$ cat src/rtl/vga_csr_bank.sv
// vga_csr_bank: control/status register bank for the VGA block, native strobe side of the AXI-Lite slave
//   clk_i, arst_i                          clock, asynchronous active-high reset
//   write_en_i, addr_write_i, data_i       native write strobe, word index, data
//   read_en_i, addr_read_i, data_o         native read strobe, word index, registered read data
//   addr_err_o                             one-cycle pulse on access to an unmapped index
//   vsync_pulse_i, frame_active_i          frame events from the timing generator
//   enable_o, bg_color_o, irq_o            CTRL.EN, shadowed background colour, level interrupt
module vga_csr_bank #(
    parameter int ADDR_W  = 4,
    parameter int DATA_W  = 32,
    parameter int COLOR_W = 12
) (
    input  logic               clk_i,
    input  logic               arst_i,
    input  logic               write_en_i,
    input  logic [ADDR_W-1:0]  addr_write_i,
    input  logic [DATA_W-1:0]  data_i,
    input  logic               read_en_i,
    input  logic [ADDR_W-1:0]  addr_read_i,
    output logic [DATA_W-1:0]  data_o,
    output logic               addr_err_o,
    input  logic               vsync_pulse_i,
    input  logic               frame_active_i,
    output logic               enable_o,
    output logic [COLOR_W-1:0] bg_color_o,
    output logic               irq_o
);
    logic               en_q, en_d;
    logic               irq_en_q, irq_en_d;
    logic               irq_vs_q, irq_vs_d;
    logic [DATA_W-1:0]  frame_cnt_q, frame_cnt_d;
    logic [COLOR_W-1:0] bg_stage_q, bg_stage_d;
    logic [COLOR_W-1:0] bg_color_q, bg_color_d;
    logic               pending_q, pending_d;
    logic [DATA_W-1:0]  scratch_q, scratch_d;
    logic [DATA_W-1:0]  data_q, data_d;
    logic               addr_err_q, addr_err_d;
    logic               wr_ctrl, wr_irq, wr_bg, wr_scratch, cnt_clr;
    logic [DATA_W-1:0]  rd_val;

    assign wr_ctrl    = write_en_i && addr_write_i == ADDR_W'(0);
    assign wr_irq     = write_en_i && addr_write_i == ADDR_W'(2);
    assign wr_bg      = write_en_i && addr_write_i == ADDR_W'(4);
    assign wr_scratch = write_en_i && addr_write_i == ADDR_W'(5);
    assign cnt_clr    = wr_ctrl && data_i[2];

    always_comb begin
        rd_val = '0;
        case (addr_read_i)
            ADDR_W'(0): rd_val = DATA_W'({irq_en_q, en_q});
            ADDR_W'(1): rd_val = DATA_W'({pending_q, irq_vs_q, frame_active_i});
            ADDR_W'(2): rd_val = DATA_W'(irq_vs_q);
            ADDR_W'(3): rd_val = frame_cnt_q;
            ADDR_W'(4): rd_val = DATA_W'(bg_stage_q);
            ADDR_W'(5): rd_val = scratch_q;
            default:    rd_val = '0;
        endcase
    end

    always_comb begin
        en_d        = wr_ctrl ? data_i[0] : en_q;
        irq_en_d    = wr_ctrl ? data_i[1] : irq_en_q;
        // vsync set takes priority over a coincident W1C
        irq_vs_d    = vsync_pulse_i ? 1'b1 : (wr_irq && data_i[0]) ? 1'b0 : irq_vs_q;
        // CNT_CLR beats a coincident count
        frame_cnt_d = cnt_clr ? '0 : (vsync_pulse_i && en_q) ? frame_cnt_q + DATA_W'(1) : frame_cnt_q;
        bg_stage_d  = wr_bg ? data_i[COLOR_W-1:0] : bg_stage_q;
        // the shadow copy uses the staged value from before this edge, so a
        // write landing with the vsync stays pending for the next frame
        bg_color_d  = (vsync_pulse_i && pending_q) ? bg_stage_q : bg_color_q;
        pending_d   = wr_bg ? 1'b1 : vsync_pulse_i ? 1'b0 : pending_q;
        scratch_d   = wr_scratch ? data_i : scratch_q;
        data_d      = read_en_i ? rd_val : data_q;
        addr_err_d  = (read_en_i && addr_read_i > ADDR_W'(5)) || (write_en_i && addr_write_i > ADDR_W'(5));
    end

    always_ff @(posedge clk_i or posedge arst_i) begin
        if (arst_i) begin
            en_q        <= 1'b0;
            irq_en_q    <= 1'b0;
            irq_vs_q    <= 1'b0;
            frame_cnt_q <= '0;
            bg_stage_q  <= '0;
            bg_color_q  <= '0;
            pending_q   <= 1'b0;
            scratch_q   <= '0;
            data_q      <= '0;
            addr_err_q  <= 1'b0;
        end else begin
            en_q        <= en_d;
            irq_en_q    <= irq_en_d;
            irq_vs_q    <= irq_vs_d;
            frame_cnt_q <= frame_cnt_d;
            bg_stage_q  <= bg_stage_d;
            bg_color_q  <= bg_color_d;
            pending_q   <= pending_d;
            scratch_q   <= scratch_d;
            data_q      <= data_d;
            addr_err_q  <= addr_err_d;
        end
    end

    assign data_o     = data_q;
    assign addr_err_o = addr_err_q;
    assign enable_o   = en_q;
    assign bg_color_o = bg_color_q;
    assign irq_o      = irq_en_q & irq_vs_q;
endmodule

$ cat config.mk
export PLATFORM = sky130hd
export DESIGN_NAME = vga_csr_bank
export DESIGN_NICKNAME = d
export VERILOG_FILES = /design/src/rtl/vga_csr_bank.sv
export SDC_FILE = /design/constraint.sdc
export NUM_CORES = 1
export LEC_CHECK = 0
export CAP_MARGIN = 20
export CORE_ASPECT_RATIO = 1.75
export CORE_MARGIN = 1
export CORE_UTILIZATION = 48
export CTS_CLUSTER_DIAMETER = 30
export CTS_CLUSTER_SIZE = 24
export DETAILED_ROUTE_END_ITERATION = 10
export PLACE_DENSITY = 0.74
export SETUP_SLACK_MARGIN = 0.15
export SYNTH_ARGS = -nofsm -noshare
export SYNTH_HDL_FRONTEND = slang
export SYNTH_SLANG_ARGS = --single-unit
$ cat constraint.sdc
create_clock -name clk_i -period 4.45 [get_ports clk_i]
set_clock_uncertainty 0.05 [all_clocks]
set_input_delay 1.335 -clock clk_i [delete_from_list [all_inputs] [get_ports clk_i]]
set_output_delay 1.335 -clock clk_i [all_outputs]
set_load 0.03 [all_outputs]
-- Word-level counts from Yosys, hierarchy flattened
Cells that the tools add are included.
- bits in registers: 125
- bits of input ports: 46
- word-level logic and storage cells: 45
- $add $sub $neg: 1
- order comparisons: 2
- eq/ne operators: 8
- muxes and demuxes: 7
- bitwise gates (word level): 1
- reduce and logical (&&, ||, !) cells: 16
- operator list (cell ; count):
    $pmux 32 s6 ; 1
    $mux 32 ; 2
    $add 32x1->32 const B ; 1
    $eq 4x3->1 const B ; 4
    $eq 4x2->1 const B ; 3
    $logic_and 1x1->1 ; 10
    $gt 4x3->1 const B ; 2
    $logic_not 4->1 ; 2
    $reduce_bool 2->1 ; 3
    $eq 4x1->1 const B ; 1
    $mux 1 ; 4
    $and 1x1->1 ; 1
    $logic_or 1x1->1 ; 1

-- Longest topological paths before layout
Gate-level depths: netlist of the first run.
- word-level depth: 5
- depth in mapped cells: 7

-- Worst setup path before layout of the first run
OpenSTA, ideal clock, no wires.
- path type: input-to-reg
- from: in addr_write_i[0]
- to: reg frame_cnt_q[0]
- arrival: 2484 ps
- required time: 4268 ps
- setup slack: 1784 ps
- cell stages on the path: 5
- buffers on the path: 1
- path through: nor4b_1 nor2b_1 and2_1 clkbuf_1 nor2_1
- longest elaborated chain between the ends: 4
- elaborated cells on any way between the ends: 5
- those cells by class: 1 x mux; 4 x reduce/logical
- ends and longest elaborated chain (element ; line ; source):
    start: declaration ; 16 ; input logic [ADDR_W-1:0] addr_write_i,
    $logic_not 4->1 * ; 41 ; assign wr_ctrl = write_en_i && addr_write_i == ADDR_W'(0);
    $logic_and 1x1->1 * ; 41 ;
    $logic_and 1x1->1 * ; 45 ; assign cnt_clr = wr_ctrl && data_i[2];
    $mux 32 / $reduce_bool 2->1 (equally long branches) ; - ;
    end signal: assignment ; 93 ; frame_cnt_q <= frame_cnt_d;
    end: declaration ; 31 ; logic [DATA_W-1:0] frame_cnt_q, frame_cnt_d;
Every way passes the cells marked *; elsewhere a longest branch is shown, timed or not.
A chain may end at the register's enable or synchronous reset.

-- Final worst setup path of the first run
- from: in vsync_pulse_i
- to: reg frame_cnt_q[17]
- longest elaborated chain between the ends: 2
- ends and longest elaborated chain (element ; line ; source):
    start: declaration ; 22 ; input logic vsync_pulse_i,
    $logic_and 1x1->1 ; 66 ; frame_cnt_d = cnt_clr ? '0 : (vsync_pulse_i && en_q) ? frame_cnt_q + DATA_W'(1) : frame_cnt_q;
    $reduce_bool 2->1 (no line) ; - ;
No other way between the ends.

==> results of run 1 <==
## stage by stage
step | total power [mW] | setup slack, ps | hold slack (ps)
floorplan | 1.76 | 1530 | 421
global placement | 1.99 | 1020 | 436
detailed placement | 2.01 | 1040 | 434
CTS | 3.38 | 1410 | 454
global route | 3.49 | 1290 | 464
finish | 3.35 | 1410 | 447
## area by class of cell
type / instances / area, sq um / area share
clock buffer: 19 / 433 / 0.0598
clock inverter: 12 / 148 / 0.0204
inverter: 6 / 26.3 / 0.00363
multi-input combinational: 328 / 2320 / 0.320
sequential: 125 / 3130 / 0.432
tap: 132 / 165 / 0.0228
timing repair buffer: 101 / 1020 / 0.141
## flip-flops by register name, indices dropped and copies added (netlist names)
name	cells
enable_o	1
addr_err_o	1
irq_vs_q	1
bg_color_o	12
bg_stage_q	12
scratch_q	32
irq_en_q	1
pending_q	1
frame_cnt_q	32
data_o	32
## per-layer routing
layer | share of wire | routed length (um) | track usage | vias up
li1 | - | - | - | 2000
met1 | 0.38 | 4960 | 0.251 | 2168
met2 | 0.57 | 7540 | 0.439 | 109
met3 | 0.037 | 490 | 0.0618 | 16
met4 | 0.014 | 191 | 0.0847 | 0
met5 | 0 | 0 | 0 | -
## how the worst max path moves through the flow
stage | start | to | slack (ps) | cells after the start
after floorplan | arst_i | addr_err_o | 1530 | 1
after global placement | read_en_i | addr_err_o | 1020 | 4
after detailed placement | write_en_i | bg_stage_q[11] | 1040 | 6
after CTS | irq_vs_q | irq_o | 1410 | 2
after global routing | vsync_pulse_i | frame_cnt_q[17] | 1290 | 5
final | vsync_pulse_i | frame_cnt_q[17] | 1410 | 5
## cells in the final DEF, fill, tap and decap left out, types with 13 or more instances in the layout
cell             instances
clkdlybuf4s50_1         92
o31ai_1                 13
o21ai_0                 16
dfrtp_1                125
a221oi_1                21
or4_1                   13
nor2_1                  53
a21oi_1                 25
nand2_1                 32
mux2_2                  60
clkbuf_16               17
nand3_1                 14
## critical path, stage by stage
cell and delay [ps]:
clkdlybuf4s50_1 580, and4_2 330, nand4_4 300, or4_1 610, a21oi_1 170
## cells by family after synthesis
kind of cell	Yosys count
buffers and inverters	39
muxes	66
and+or+nand+nor	162
xor gates and xnor gates	9
AOI/OAI and AO/OA	90
DFF	125
adders and majority gates	1
## power by group through the flow
stage	Clock [mW]	Combinational, mW	Sequential, mW
4_1_cts	1.37	0.570	1.43
3_5_place_dp	0	0.566	1.45
6_report	1.35	0.562	1.43
2_1_floorplan	0	0.235	1.53
3_3_place_gp	0	0.551	1.44
5_1_grt	1.43	0.606	1.45
==> key figures, run 1 <==
Critical path
  • R2R Path Start: frame_cnt_q[10]
  • RR Endpoint: frame_cnt_q[27]
  • CP Capture Type: register
  • CP max FO: 23
  • Critical Path AT: 3320 ps
  • FF-to-FF path depth: 4
  • Slack of the worst reg-to-reg path: 2300 ps
  • Critical path class: input port to register
  • Critical Path RT: 4730 ps
  • Critical Path Start Type: input port

Finish
  • # diodes: 0
  • Final core utilization: 0.644
  • Fill cell count: 872
  • Nets@finish: 626
  • Share of cells above drive strength 1: 0.178
  • Final Non-Filler Cells: 723
  • Area growth syn-to-layout: 29.2%
  • Design area: 7240 sq um

Route
  • # DRC: 0
  • Routed Antenna Nets: 0
  • Drt first pass iters: 4
  • Total wire length: 13,200 um
  • 1st-iter DRT viols: 352
  • Routed vias/inst: 5.94
  • Wirelength per Cell: 18.2 um
  • DR vias: 4,293

STA
  • FMAX: 329 MHz
  • Max Slew Vio Count: 0
  • Crit path time final: 3040 ps
  • Slew @ Worst Pin: 750 ps
  • Final hold viol count: 0
  • Fin crit share: 0.684
  • RSZ-0062 raised after global routing: no
  • Final TNS setup: 0 ps
  • Relative slew slack: 0.500
  • Final setup viols: 0

Synthesis
  • Count leader, synth: dfrtp_1
  • Xor/xnor share of the synthesized area: 0.0141
  • Register area share after synthesis: 0.559
  • Mapped Avg Cell Area: 11.4 sq um
  • Mapped Cells: 492
  • Synth top area share: 0.559
  • Simple-gate portion of the synthesized area: 0.152
  • Post-synth top flop: dfrtp_1
  • Post-synth top area cell: dfrtp_1
  • Post-synth EDFFs: 0
  • Synthesis Warnings: 0
  • Synth top area cells: dfrtp_1, mux2_2, nor2_1
  • Mux cell area share after synthesis: 0.131
  • Async SR Flop Fraction: 1.00
  • Synth cell count leaders: dfrtp_1, mux2_2, nor2_1
  • Largest family of logic cells by synthesized area: simple AND/OR/NAND/NOR gates
  • Adder-cell share of the synthesized area: 0.00223
  • Netlist cell types: 43
  • Post-Syn Area: 5600 sq um
  • Seq cells post-synth: 125
  • Synth Area in Compound Gates: 0.111
  • Syn nets: 539

Placement
  • Area after DPL: 6660 sq um
  • Port bufs: 92
  • Inst Count DP: 692
  • HPWL after detailed placement: 8950 um
  • Routability cong.: 0.836

Clock tree
  • Cts bufs inserted: 17
  • Clk root buf: clkbuf_16
  • CTS Hold Bufs: 0
  • CTS resizes: 0
  • Post-CTS setup buffer count: 0
  • Htree depth: 4
  • Clk buf depth: 2
  • Sink Count: 125
  • Clock Latency Late Sink: 410 ps
  • Clock Pin Slew Worst Setup and Hold Paths: 50 ps
  • CTS tree: done

Global routing
  • Largest net degree at the start of global routing: 103
  • Overflow after GRT: 0
  • Initial antenna violation count: 0
  • Total track usage: 0.234
  • First-pass GRT wire length: 21,900 um
  • Vias in the first global route: 4,472

Worst hold path
  • Worst Hold End: data_o[10]
  • Hold wc startpoint: data_o[10]
  • Hold Path Depth: 2
  • Hold WC Path Type: register to register

Floorplan
  • Die height: 145 um
  • Io pins: 93
  • Initial Util: 0.499
  • Die area: 12,100 sq um
  • Rows: 51
  • Core Area: 11,200 sq um
  • Die X: 83.7 um

Pwr
  • Clock share of power: 0.405
  • Max IR drop VDD: 0.000304 V
  • Combinational share of power: 0.168
  • PD cells: 462 nW/um^2
  • P_sw: 0.879 mW
  • Net Sw Frac: 0.263
  • P_int: 2.47 mW
  • Reg power frac: 0.427
  • Pleak: 3.09 nW

Status
  • Status: finished, final reports clean

Flow run
  • Reported max-cap violation count: 0
Note: power is estimated with default switching activity, not from simulation.
==> run 2: changes to the inputs <==
Clock period 4.45 ns to 2.8 ns, I/O delays scaled along.
==> key figures, run 2 (synthesis gave the netlist of run 1 again) <==
Status
  • Status: finished, final reports clean (unchanged)

Route
  • DR vias: 4,400 (was 4,293)
  • # DRC: 0 (unchanged)
  • Routed Antenna Nets: 0 (unchanged)
  • Routed vias/inst: 5.92 (was 5.94)
  • Wirelength per Cell: 18.5 um (was 18.2 um)
  • Drt first pass iters: 5 (was 4)
  • 1st-iter DRT viols: 239 (was 352)
  • Total wire length: 13,700 um (was 13,200 um)

Floorplan
  • Io pins: 93 (unchanged)
  • Die area: 12,100 sq um (unchanged)
  • Core Area: 11,200 sq um (unchanged)
  • Rows: 51 (unchanged)
  • Die X: 83.7 um (unchanged)
  • Die height: 145 um (unchanged)
  • Initial Util: 0.499 (unchanged)

Clock tree
  • Clock Latency Late Sink: 420 ps (was 410 ps)
  • Htree depth: 4 (unchanged)
  • Sink Count: 125 (unchanged)
  • Clock Pin Slew Worst Setup and Hold Paths: 50 ps (about the same)
  • CTS Hold Bufs: 0 (unchanged)
  • CTS resizes: 0 (unchanged)
  • CTS tree: done (unchanged)
  • Cts bufs inserted: 17 (unchanged)
  • Clk root buf: clkbuf_16 (unchanged)
  • Post-CTS setup buffer count: 0 (unchanged)
  • Clk buf depth: 2 (unchanged)

Global routing
  • GRT met3 Usage: 0.0442 (was 0.0618)
  • Total track usage: 0.238 (was 0.234)
  • Initial antenna violation count: 0 (unchanged)
  • M2 GR Usage: 0.437 (was 0.439)
  • Vias in the first global route: 4,556 (was 4,472)
  • GRT met1 Usage: 0.256 (was 0.251)
  • Gr busiest metal: met2 (unchanged)
  • Overflow after GRT: 0 (unchanged)
  • First-pass GRT wire length: 22,400 um (was 21,900 um)
  • Largest net degree at the start of global routing: 33 (was 103)

Critical path
  • FF-to-FF path depth: 4 (unchanged)
  • Critical Path Start Type: register (was input port)
  • Critical Path AT: 1620 ps (was 3320 ps)
  • Critical Path RT: 1910 ps (was 4730 ps)
  • Critical path class: register to primary output (was input port to register)
  • CP max FO: 4 (was 23)
  • CP Capture Type: primary output (was register)

Pwr
  • Overall power: 5.54 mW (was 3.35 mW)
  • PD cells: 740 nW/um^2 (was 462 nW/um^2)
  • Max IR drop VDD: 0.000644 V (was 0.000304 V)
  • Pleak: 3.22 nW (was 3.09 nW)

Placement
  • Inst Count DP: 711 (was 692)
  • HPWL after detailed placement: 9560 um (was 8950 um)
  • Routability cong.: 0.832 (was 0.836)
  • Port bufs: 92 (unchanged)
  • Pre-CTS setup slack: 28.9 ps (was 1040 ps)
  • Area after DPL: 6860 sq um (was 6660 sq um)

Finish
  • # diodes: 0 (unchanged)
  • Most frequent cells in the layout: dfrtp_1, clkdlybuf4s50_1, mux2_2 (unchanged)
  • Area growth syn-to-layout: 33.8% (was 29.2%)
  • Design area: 7490 sq um (was 7240 sq um)
  • FF/Latch Area: 3130 sq um (unchanged)
  • Final Non-Filler Cells: 743 (was 723)
  • Commonest non-fill, non-tap cell in the layout: dfrtp_1 (unchanged)
  • Area of the multi-input gates: 2320 sq um (unchanged)
  • Fill cell count: 853 (was 872)
  • Nets@finish: 645 (was 626)
  • Share of cells above drive strength 1: 0.205 (was 0.178)
  • Final core utilization: 0.667 (was 0.644)

Worst hold path
  • Hold Path Depth: 1 (was 2)
  • Hold WC Path Type: register to register (unchanged)

Flow run
  • Reported max-cap violation count: 0 (unchanged)

STA
  • RSZ-0062 raised after global routing: no (unchanged)
  • FMAX: 399 MHz
  • Relative slew slack: 0.621 (was 0.500)
  • Final setup viols: 0 (unchanged)
  • Final TNS setup: 0 ps (unchanged)
  • Slew @ Worst Pin: 568 ps (was 750 ps)
  • Final hold viol count: 0 (unchanged)
  • Fin crit share: 0.895
  • Crit path time final: 2510 ps
  • Max Slew Vio Count: 0 (unchanged)
  • Post-route setup slack: 293 ps (was 1410 ps)
  • Hold WS: 453 ps (was 447 ps)
run 2: cell count changes in the layout (fill, tap and decap cells not counted), sizes merged:
cell      previous run  this run
buf                  9        28
clkinvlp             3         4
bufinv               3         4
clkinv               7         3
clkbuf              19        22
run 2: path summary, 6_finish.rpt:
| kind | startpoint | to | slack [ps] |
|---|---|---|---|
| setup reg to reg | frame_cnt_q[10] | frame_cnt_q[27] | 650 |
| max in group asynchronous | arst_i | frame_cnt_q[8] | 1300 |
| min in group asynchronous | arst_i | data_o[27] | 790 |
| hold reg to reg | bg_color_o[0] | bg_color_o[0] | 450 |
| setup / recovery | irq_vs_q | irq_o | 290 |
| hold / removal | bg_color_o[0] | bg_color_o[0] | 450 |
run 2: metal layers:
metal	vias up	routed length [um]
met2	122	7620
met4	0	452
met5	-	0
met1	2211	5160
met3	37	500
li1	2030	-
run 2: cell type report:
cell class / instances / area share
clock buffer: 22 / 0.0633
clock inverter: 10 / 0.0215
inverter: 6 / 0.00351
multi-input combinational: 328 / 0.309
sequential: 125 / 0.418
tap: 132 / 0.0220
timing repair buffer: 120 / 0.163
run 2: where the power goes:
group          internal, mW  switching (mW)
sequential             2.08           0.186
clock                  1.56           0.789
combinational         0.475           0.455
total                  4.11            1.43
run 2: critical path: stages, from the launching register on:
cell and delay [ps]:
dfrtp_1 390, and2_1 150, clkdlybuf4s50_1 670
==> run 3: changes to the inputs <==
Settings changed: CTS_CLUSTER_SIZE 24 to default.
==> results of run 3 <==
Same layout as run 2: the final DEF is identical, and so are final timing and power.
